`src/rtl/fp_pkg.sv`:
```
// Shared FP32 constants and divider state encoding.
// Fields: sign (1 bit), exponent (8 bits), mantissa (23 bits), exponent bias 127.
// The divider FSM states are listed here so that every file and the bench
// agree on the encoding.
package fp_pkg;

    localparam int SIGN_W = 1;
    localparam int EXP_W  = 8;
    localparam int MANT_W = 23;
    localparam int BIAS   = 127;

    typedef logic [1:0] state_t;

    localparam logic [1:0] ST_IDLE = 2'd0;
    localparam logic [1:0] ST_DIV  = 2'd1;
    localparam logic [1:0] ST_NORM = 2'd2;
    localparam logic [1:0] ST_DONE = 2'd3;

endpackage

```
`src/rtl/fp_div_step.sv`:
```
// One restoring-division step, purely combinational.
// Ports:
//   r_in   : current 25-bit partial remainder
//   mb     : 24-bit divisor mantissa (hidden 1 included)
//   q      : quotient bit for this step (r_in >= mb)
//   r_next : remainder for the next step, (q ? r_in - mb : r_in) << 1
module fp_div_step
    import fp_pkg::*;
(
    input  logic [MANT_W+1:0] r_in,
    input  logic [MANT_W:0]   mb,
    output logic              q,
    output logic [MANT_W+1:0] r_next
);

    logic [MANT_W+1:0] mb_ext;
    logic [MANT_W+1:0] kept;

    assign mb_ext = {1'b0, mb};
    assign q      = (r_in >= mb_ext);
    assign kept   = q ? (r_in - mb_ext) : r_in;
    // kept is always below mb (< 2^24), so dropping its top bit on the shift is lossless.
    assign r_next = {kept[MANT_W:0], 1'b0};

endmodule

```
`src/rtl/fp_divider.sv`:
```
// FP32 divider, Out = A / B, restoring division, one quotient bit per clock.
// Fixed latency: out_valid rises on the 26th edge after the accepting edge.
// Truncating, no rounding; exponent-0 inputs are treated as normal numbers.
// Optional special-case handling (zero divisor/dividend, overflow, underflow)
// is compiled in with macro FP_DIVIDER_SPECIAL_EN; without it the exponent
// field simply wraps modulo 256.
// Ports:
//   clk, rst             : clock, synchronous active-high reset
//   in_valid / in_ready  : operand handshake (A dividend, B divisor)
//   out_valid / out_ready: result handshake (Out quotient)
//
// state | meaning
// IDLE  | waiting for operands, in_ready=1
// DIV   | 25 restoring steps, counter 0..24
// NORM  | normalise quotient, register Out
// DONE  | Out valid, waiting for out_ready
module fp_divider
    import fp_pkg::*;
(
    input  logic        clk,
    input  logic        rst,
    input  logic        in_valid,
    output logic        in_ready,
    input  logic [31:0] A,
    input  logic [31:0] B,
    output logic        out_valid,
    input  logic        out_ready,
    output logic [31:0] Out
);

    state_t              state;
    logic [4:0]          cnt;
    logic [MANT_W+1:0]   rem;
    logic [MANT_W+1:0]   quo;
    logic [MANT_W:0]     mb_q;
    logic                sign_q;
    logic signed [9:0]   exp_q;
    logic [31:0]         out_q;

    logic                step_q;
    logic [MANT_W+1:0]   rem_next;
    logic signed [9:0]   exp_fin;
    logic [MANT_W-1:0]   mant_fin;
    logic [31:0]         result;

`ifdef FP_DIVIDER_SPECIAL_EN
    logic a_zero;
    logic b_zero;
`endif

    fp_div_step u_step (
        .r_in   (rem),
        .mb     (mb_q),
        .q      (step_q),
        .r_next (rem_next)
    );

    assign in_ready  = (state == ST_IDLE);
    assign out_valid = (state == ST_DONE);
    assign Out       = out_q;

    // Quotient lies in [2^23, 2^25); a set MSB means the ratio was >= 1.
    assign exp_fin  = quo[MANT_W+1] ? exp_q : (exp_q - 10'sd1);
    assign mant_fin = quo[MANT_W+1] ? quo[MANT_W:1] : quo[MANT_W-1:0];

    always_comb begin
        result = {sign_q, exp_fin[EXP_W-1:0], mant_fin};
`ifdef FP_DIVIDER_SPECIAL_EN
        if (b_zero)
            result = {sign_q, 8'hFF, 23'h0};
        else if (a_zero)
            result = {sign_q, 31'h0};
        else if (exp_fin >= 10'sd255)
            result = {sign_q, 8'hFF, 23'h0};
        else if (exp_fin <= 10'sd0)
            result = {sign_q, 31'h0};
`endif
    end

    always_ff @(posedge clk) begin
        if (rst) begin
            state  <= ST_IDLE;
            cnt    <= '0;
            rem    <= '0;
            quo    <= '0;
            mb_q   <= '0;
            sign_q <= 1'b0;
            exp_q  <= '0;
            out_q  <= '0;
`ifdef FP_DIVIDER_SPECIAL_EN
            a_zero <= 1'b0;
            b_zero <= 1'b0;
`endif
        end else begin
            case (state)
                ST_IDLE: begin
                    if (in_valid) begin
                        sign_q <= A[31] ^ B[31];
                        rem    <= {2'b01, A[MANT_W-1:0]};
                        mb_q   <= {1'b1, B[MANT_W-1:0]};
                        exp_q  <= $signed({2'b00, A[30:23]}) - $signed({2'b00, B[30:23]})
                                  + 10'sd127;
                        quo    <= '0;
                        cnt    <= '0;
`ifdef FP_DIVIDER_SPECIAL_EN
                        a_zero <= (A[30:0] == 31'h0);
                        b_zero <= (B[30:0] == 31'h0);
`endif
                        state  <= ST_DIV;
                    end
                end
                ST_DIV: begin
                    rem <= rem_next;
                    quo <= {quo[MANT_W:0], step_q};
                    if (cnt == 5'd24) begin
                        cnt   <= '0;
                        state <= ST_NORM;
                    end else begin
                        cnt <= cnt + 5'd1;
                    end
                end
                ST_NORM: begin
                    out_q <= result;
                    state <= ST_DONE;
                end
                ST_DONE: begin
                    if (out_ready)
                        state <= ST_IDLE;
                end
                default: state <= ST_IDLE;
            endcase
        end
    end

endmodule

```
`config.mk`:
```
export PLATFORM = sky130hd
export DESIGN_NAME = fp_divider
export DESIGN_NICKNAME = d
export VERILOG_FILES = /design/src/rtl/fp_pkg.sv /design/src/rtl/fp_div_step.sv /design/src/rtl/fp_divider.sv
export SDC_FILE = /design/constraint.sdc
export NUM_CORES = 1
export LEC_CHECK = 0
export ABC_AREA = 1
export CORE_ASPECT_RATIO = 0.75
export CORE_UTILIZATION = 40
export DETAILED_ROUTE_END_ITERATION = 16
export GPL_TIMING_DRIVEN = 0
export PLACE_DENSITY = 0.71
export SLEW_MARGIN = 30
export SYNTH_ARGS = -nofsm -noshare
export SYNTH_HDL_FRONTEND = slang
export SYNTH_SLANG_ARGS = --single-unit
```
`constraint.sdc`:
```
create_clock -name clk -period 3.75 [get_ports clk]
set_input_delay 0.5625 -clock clk [delete_from_list [all_inputs] [get_ports clk]]
set_output_delay 0.5625 -clock clk [all_outputs]
set_load 0.005 [all_outputs]
```
-- After elaboration in Yosys (flattened, before gate mapping)
Cells that the tools add are included.
W data, S select, Z words.
- register bits after elaboration: 122
- input port bits: 68
- output and inout port bits: 34
- logic and storage cells: 41
- $add $sub $neg: 5
- order comparisons: 1
- equality and inequality tests: 7
- multiplexer cells: 14
- bitwise gates (word level): 1
- reduce and logical (&&, ||, !) cells: 5
- operator list (cell ; number):
    $pmux W25 S2 ; 2
    $mux W25 ; 2
    $ge A25 B24 Y1 ; 1
    $mux W24 ; 1
    $sub A24 B24 Y24 ; 1
    $mux W23 ; 1
    $mux W5 ; 2
    $pmux W5 S2 ; 1
    $add A8 B8 Y8 const B ; 1
    $mux W8 ; 1
    $pmux W2 S4 ; 1
    $sub A8 B2 Y8 const B ; 1
    $sub A8 B8 Y8 ; 1
    $mux W2 ; 3
    $add A5 B1 Y5 const B ; 1
    $eq A5 B5 Y1 const B ; 1
    $eq A2 B2 Y1 const B ; 2
    $ne A2 B2 Y1 const B ; 2
    $reduce_and A2 Y1 ; 2
    $reduce_and A3 Y1 ; 1
    $eq A2 B1 Y1 const B ; 1
    $logic_not A2 Y1 ; 1
    $ne A2 B1 Y1 const B ; 1
    $reduce_bool A2 Y1 ; 1
    $xor A1 B1 Y1 ; 1

-- Longest topological paths before layout
- depth in word-level cells: 3
- depth in mapped cells: 15
- gate-level depth less buffers: 15

-- Cells and area by module
From an unflattened synthesis, not the netlist that was laid out.
- cell total of the unflattened synthesis: 1227
- area, all modules: 7843.8 um^2
- modules (own cells, without submodules) (module ; instances ; cells each ; area an instance (um^2) ; seq. area each (um^2)):
    fp_divider ; 1 ; 743 ; 5497.8 ; 2442.3
    fp_div_step ; 1 ; 484 ; 2346.0 ; 0.0

-- Worst setup path before layout
Ideal clock, no wire load.
- path type: input to register
- start: input B[24]
- end: register exp_q[7]
- library setup time: 0.115 ns
- data arrival time: 2.095 ns
- data required time: 3.635 ns
- slack: 1.539 ns
- stages: 12
- path buffers: 0
- cell sequence: inv_1 > ha_1 > ha_1 > fa_1 > nand3_1 > nand2_1 > nand2_1 > nand2_1 > a21oi_1 > xor2_1 > o21ai_0 > inv_1
- word-level cells in the longest chain between the ends: 2
- RTL lines (element ; line ; RTL):
    start, declared ; fp_divider.sv:25 ; input logic [31:0] B,
    $sub A8 B8 Y8 ; fp_divider.sv:101 ; exp_q <= $signed({2'b00, A[30:23]}) - $signed({2'b00, B[30:23]})
    $add A8 B8 Y8 ; fp_divider.sv:102 ; + 10'sd127;
    end signal, assigned ; fp_divider.sv:101 ;
    end, declared ; fp_divider.sv:37 ; logic signed [9:0] exp_q;
No other way between the ends.
A chain may end at the register's enable or synchronous reset.

-- Worst setup path after layout
- start: register mb_q[20]
- end: register rem[5]
- word-level cells in the longest chain between the ends: 3
- RTL lines (element ; line ; RTL):
    start, declared ; fp_divider.sv:35 ; logic [MANT_W:0] mb_q;
    start signal, assigned ; fp_divider.sv:100 ; mb_q <= {1'b1, B[MANT_W-1:0]};
    $ge A25 B24 Y1 ; fp_div_step.sv:20 ; assign q = (r_in >= mb_ext);
    $mux W24 ; fp_div_step.sv:21 ; assign kept = q ? (r_in - mb_ext) : r_in;
    $pmux W25 S2 ; fp_divider.sv:95 ; case (state)
    end signal, assigned ; fp_divider.sv:99 ; rem <= {2'b01, A[MANT_W-1:0]};
    end signal, assigned ; fp_divider.sv:113 ; rem <= rem_next;
    end, declared ; fp_divider.sv:33 ; logic [MANT_W+1:0] rem;
No other way between the ends.

==> results_dict.tcl <==
set metrics [dict create \
    drc 0 \
    power.total_mw 8.86 \
    cts-resized-gates 0 \
    cap_viol_max_count 0 \
    synthesis.area_um2 7420 \
    cts.sinks 122 \
    leakage_nw 4.20 \
    firstDrtPassIters 5 \
    max_freq_ghz 0.410 \
    yosysSeqAreaShare_pct 32.9 \
    worstSetupStartpointType "flip-flop" \
    wirelength_um 22200 \
    end_kind "flip-flop" \
    pin_count 102 \
    finalSetupViolations 0 \
    drt_iter0_markers 545 \
    hpwl_um 16600 \
    ys_warn_count 0 \
    port_buffers 100 \
    synthCells 1106 \
    cts_buffers 17 \
    synth.avg_cell_area_um2 6.71 \
    die-height_um 120 \
    cp.arrival_ns 2.75 \
    synth_top_cell_area_share_pct 32.9 \
    synth_top_flop_cell "dfxtp_1" \
    syn_nets 1220 \
    rsz0062_at_grt "no" \
    gp_congestion 0.957 \
    fin_crit_sh_pct 65.0 \
    clk_latency_ns 0.43 \
    hold_violations 0 \
    post_synth_num_cell_types 39 \
    drive_above_1_share_pct 5.33 \
    area_growth_pct 25.5 \
    yosys.area.top_type "dfxtp_1" \
    antenna_cells 0 \
    htree_levels 4 \
    initial_core_util_pct 41.4 \
    ys_ff_latch 122 \
    peakVddDrop_mv 0.488 \
    critPathKind "reg -> reg" \
    hold_path_class "reg -> reg" \
    antenna_found_initial 0 \
    cts-hold-fix-buffers 0 \
    clock_skew_ns 0.0127 \
    postCtsSetupBuffers 0 \
    cts-root-buf "clkbuf_16" \
    cp.required_ns 4.07 \
    core-area_um2 17900 \
    final_max_slew_viol_count 0 \
    path_clk_slew_ns 0.06 \
    die_x_um 159 \
    fin_nets 1339 \
    cts_buffer_depth 2 \
    final.min_clock_period_ns 2.44 \
    slew_headroom_pct 55.6 \
    track_usage_pct 23.6 \
    viasPerCell 5.15 \
    status "finished clean" \
    rows 42 \
    vias 7622 \
    cts_tree "done" \
    tns_ns 0 \
    synthTopCellsByArea "dfxtp_1 (33%), nand2_1 (12%), inv_1 (9.7%), a21oi_1 (9.2%), ha_1 (7.4%)" \
    async_flop_share_pct 0 \
    wire_per_inst_um 15.0 \
    grt_pass1_wl_um 35700 \
    drtAntennaViolNets 0 \
    critPathMaxFanout 10 \
    worst_slew_pin_slew_ns 0.666 \
    overflow 0 \
    synth_edf_count 0 \
    grt_max_degree 17 \
    grt_pass1_vias 6935 \
    die_area_um2 19100 \
    p_per_area_nw_per_um2 951 \
]
## sequential cells by signal, summed over array words and instances, names as in the netlist
register,flops
Out,32
exp_q,8
sign_q,1
cnt,5
quo,25
state,2
mb_q,24
rem,25
## worst paths after layout
path                                       startpoint               endpoint  slack [ns]  cells after the start
worst max-delay path            mb_q[20]$_SDFFE_PP0P_    rem[5]$_SDFFE_PP0P_        1.31                     11
worst max register to register  mb_q[20]$_SDFFE_PP0P_    rem[5]$_SDFFE_PP0P_        1.31                     11
worst min-delay path            mb_q[21]$_SDFFE_PP0P_  mb_q[21]$_SDFFE_PP0P_        0.46                      2
worst min register to register  mb_q[21]$_SDFFE_PP0P_  mb_q[21]$_SDFFE_PP0P_        0.46                      2
## logic make-up after synthesis
logic type	count (synthesis)	synth area share [%]
xor gates and xnor gates	23	2.72
buffers and inverters	249	13.0
DFF	122	32.9
and+or+nand+nor	401	23.8
adders and majority gates	46	7.96
AOI/OAI and AO/OA	265	19.6
## where the power goes
group	internal, mW	switching, mW	total (mW)
Clock	1.03	0.629	1.66
Sequential	1.64	0.209	1.85
Combinational	1.90	3.45	5.35
Total	4.57	4.29	8.86
## critical path, stage by stage, from the launching register on
cell	delay (ns)
dfxtp_1	0.30
inv_1	0.06
ha_1	0.33
a21oi_1	0.22
nand2_1	0.11
nand2_1	0.08
nand2_1	0.09
a21oi_4	0.24
clkbuf_1	0.48
nand4_1	0.21
nand3_1	0.14
a21oi_1	0.06
## layer usage
metal  vias up  part of all wire [%]  global-route usage [%]
li1       3847                     -                       -
met1      3486                    52                    35.1
met2       253                    40                    33.1
met3        36                   6.6                    4.98
met4         0                   2.0                    7.99
met5         -                     0                       0
## cells in the final DEF (no fill, tap or decap), types with 43 or more instances in the layout
cell and n:
inv_1 191, nand2_1 231, clkdlybuf4s50_1 100, ha_1 44, a21oi_1 137, nand3_1 62, nor2_1 46, dfxtp_1 122
o21ai_0 80, clkbuf_1 43
## metrics by stage
step / instances / utilization, % / worst slack [ns] / hold slack (ns) / cell area [um^2]
after floorplan: 1106 / - / 1.54 / 0.433 / 7420
after global placement: 1448 / 48.7 / 0.967 / 0.449 / 8720
after detailed placement: 1448 / 48.7 / 0.950 / 0.454 / 8720
after CTS: 1480 / 52.0 / 1.38 / 0.462 / 9310
after global routing: 1480 / 52.0 / 1.15 / 0.484 / 9310
final: 1480 / 52.0 / 1.31 / 0.457 / 9310
## area by class of cell
cell class              count  area (um^2)
fillers                  1766         8610
multi-input cells         735         4010
flip-flops and latches    122         2440
repair buffers            100         1000
inverters                 196          736
clock buffers              21          470
well taps                 242          303
plain buffers              53          228
clock inverters            11          119
## cell usage after synthesis (2+ instances only)
cell type and number:
a31oi_1 3, nand4_1 31, dfxtp_1 122, or2_1 2, o21ai_0 80, fa_1 2, clkbuf_1 42, nand2_2 5
nor2_1 46, xnor2_1 14, nand3_1 62, inv_1 191, a21oi_1 137, buf_2 8, inv_2 4, o211ai_1 39
nor2_2 5, nand3_2 3, xor2_1 9, nand2_1 231, ha_1 44, nand3b_1 3, buf_6 2, nor3_1 6
Power figures use the tool's default switching activity.
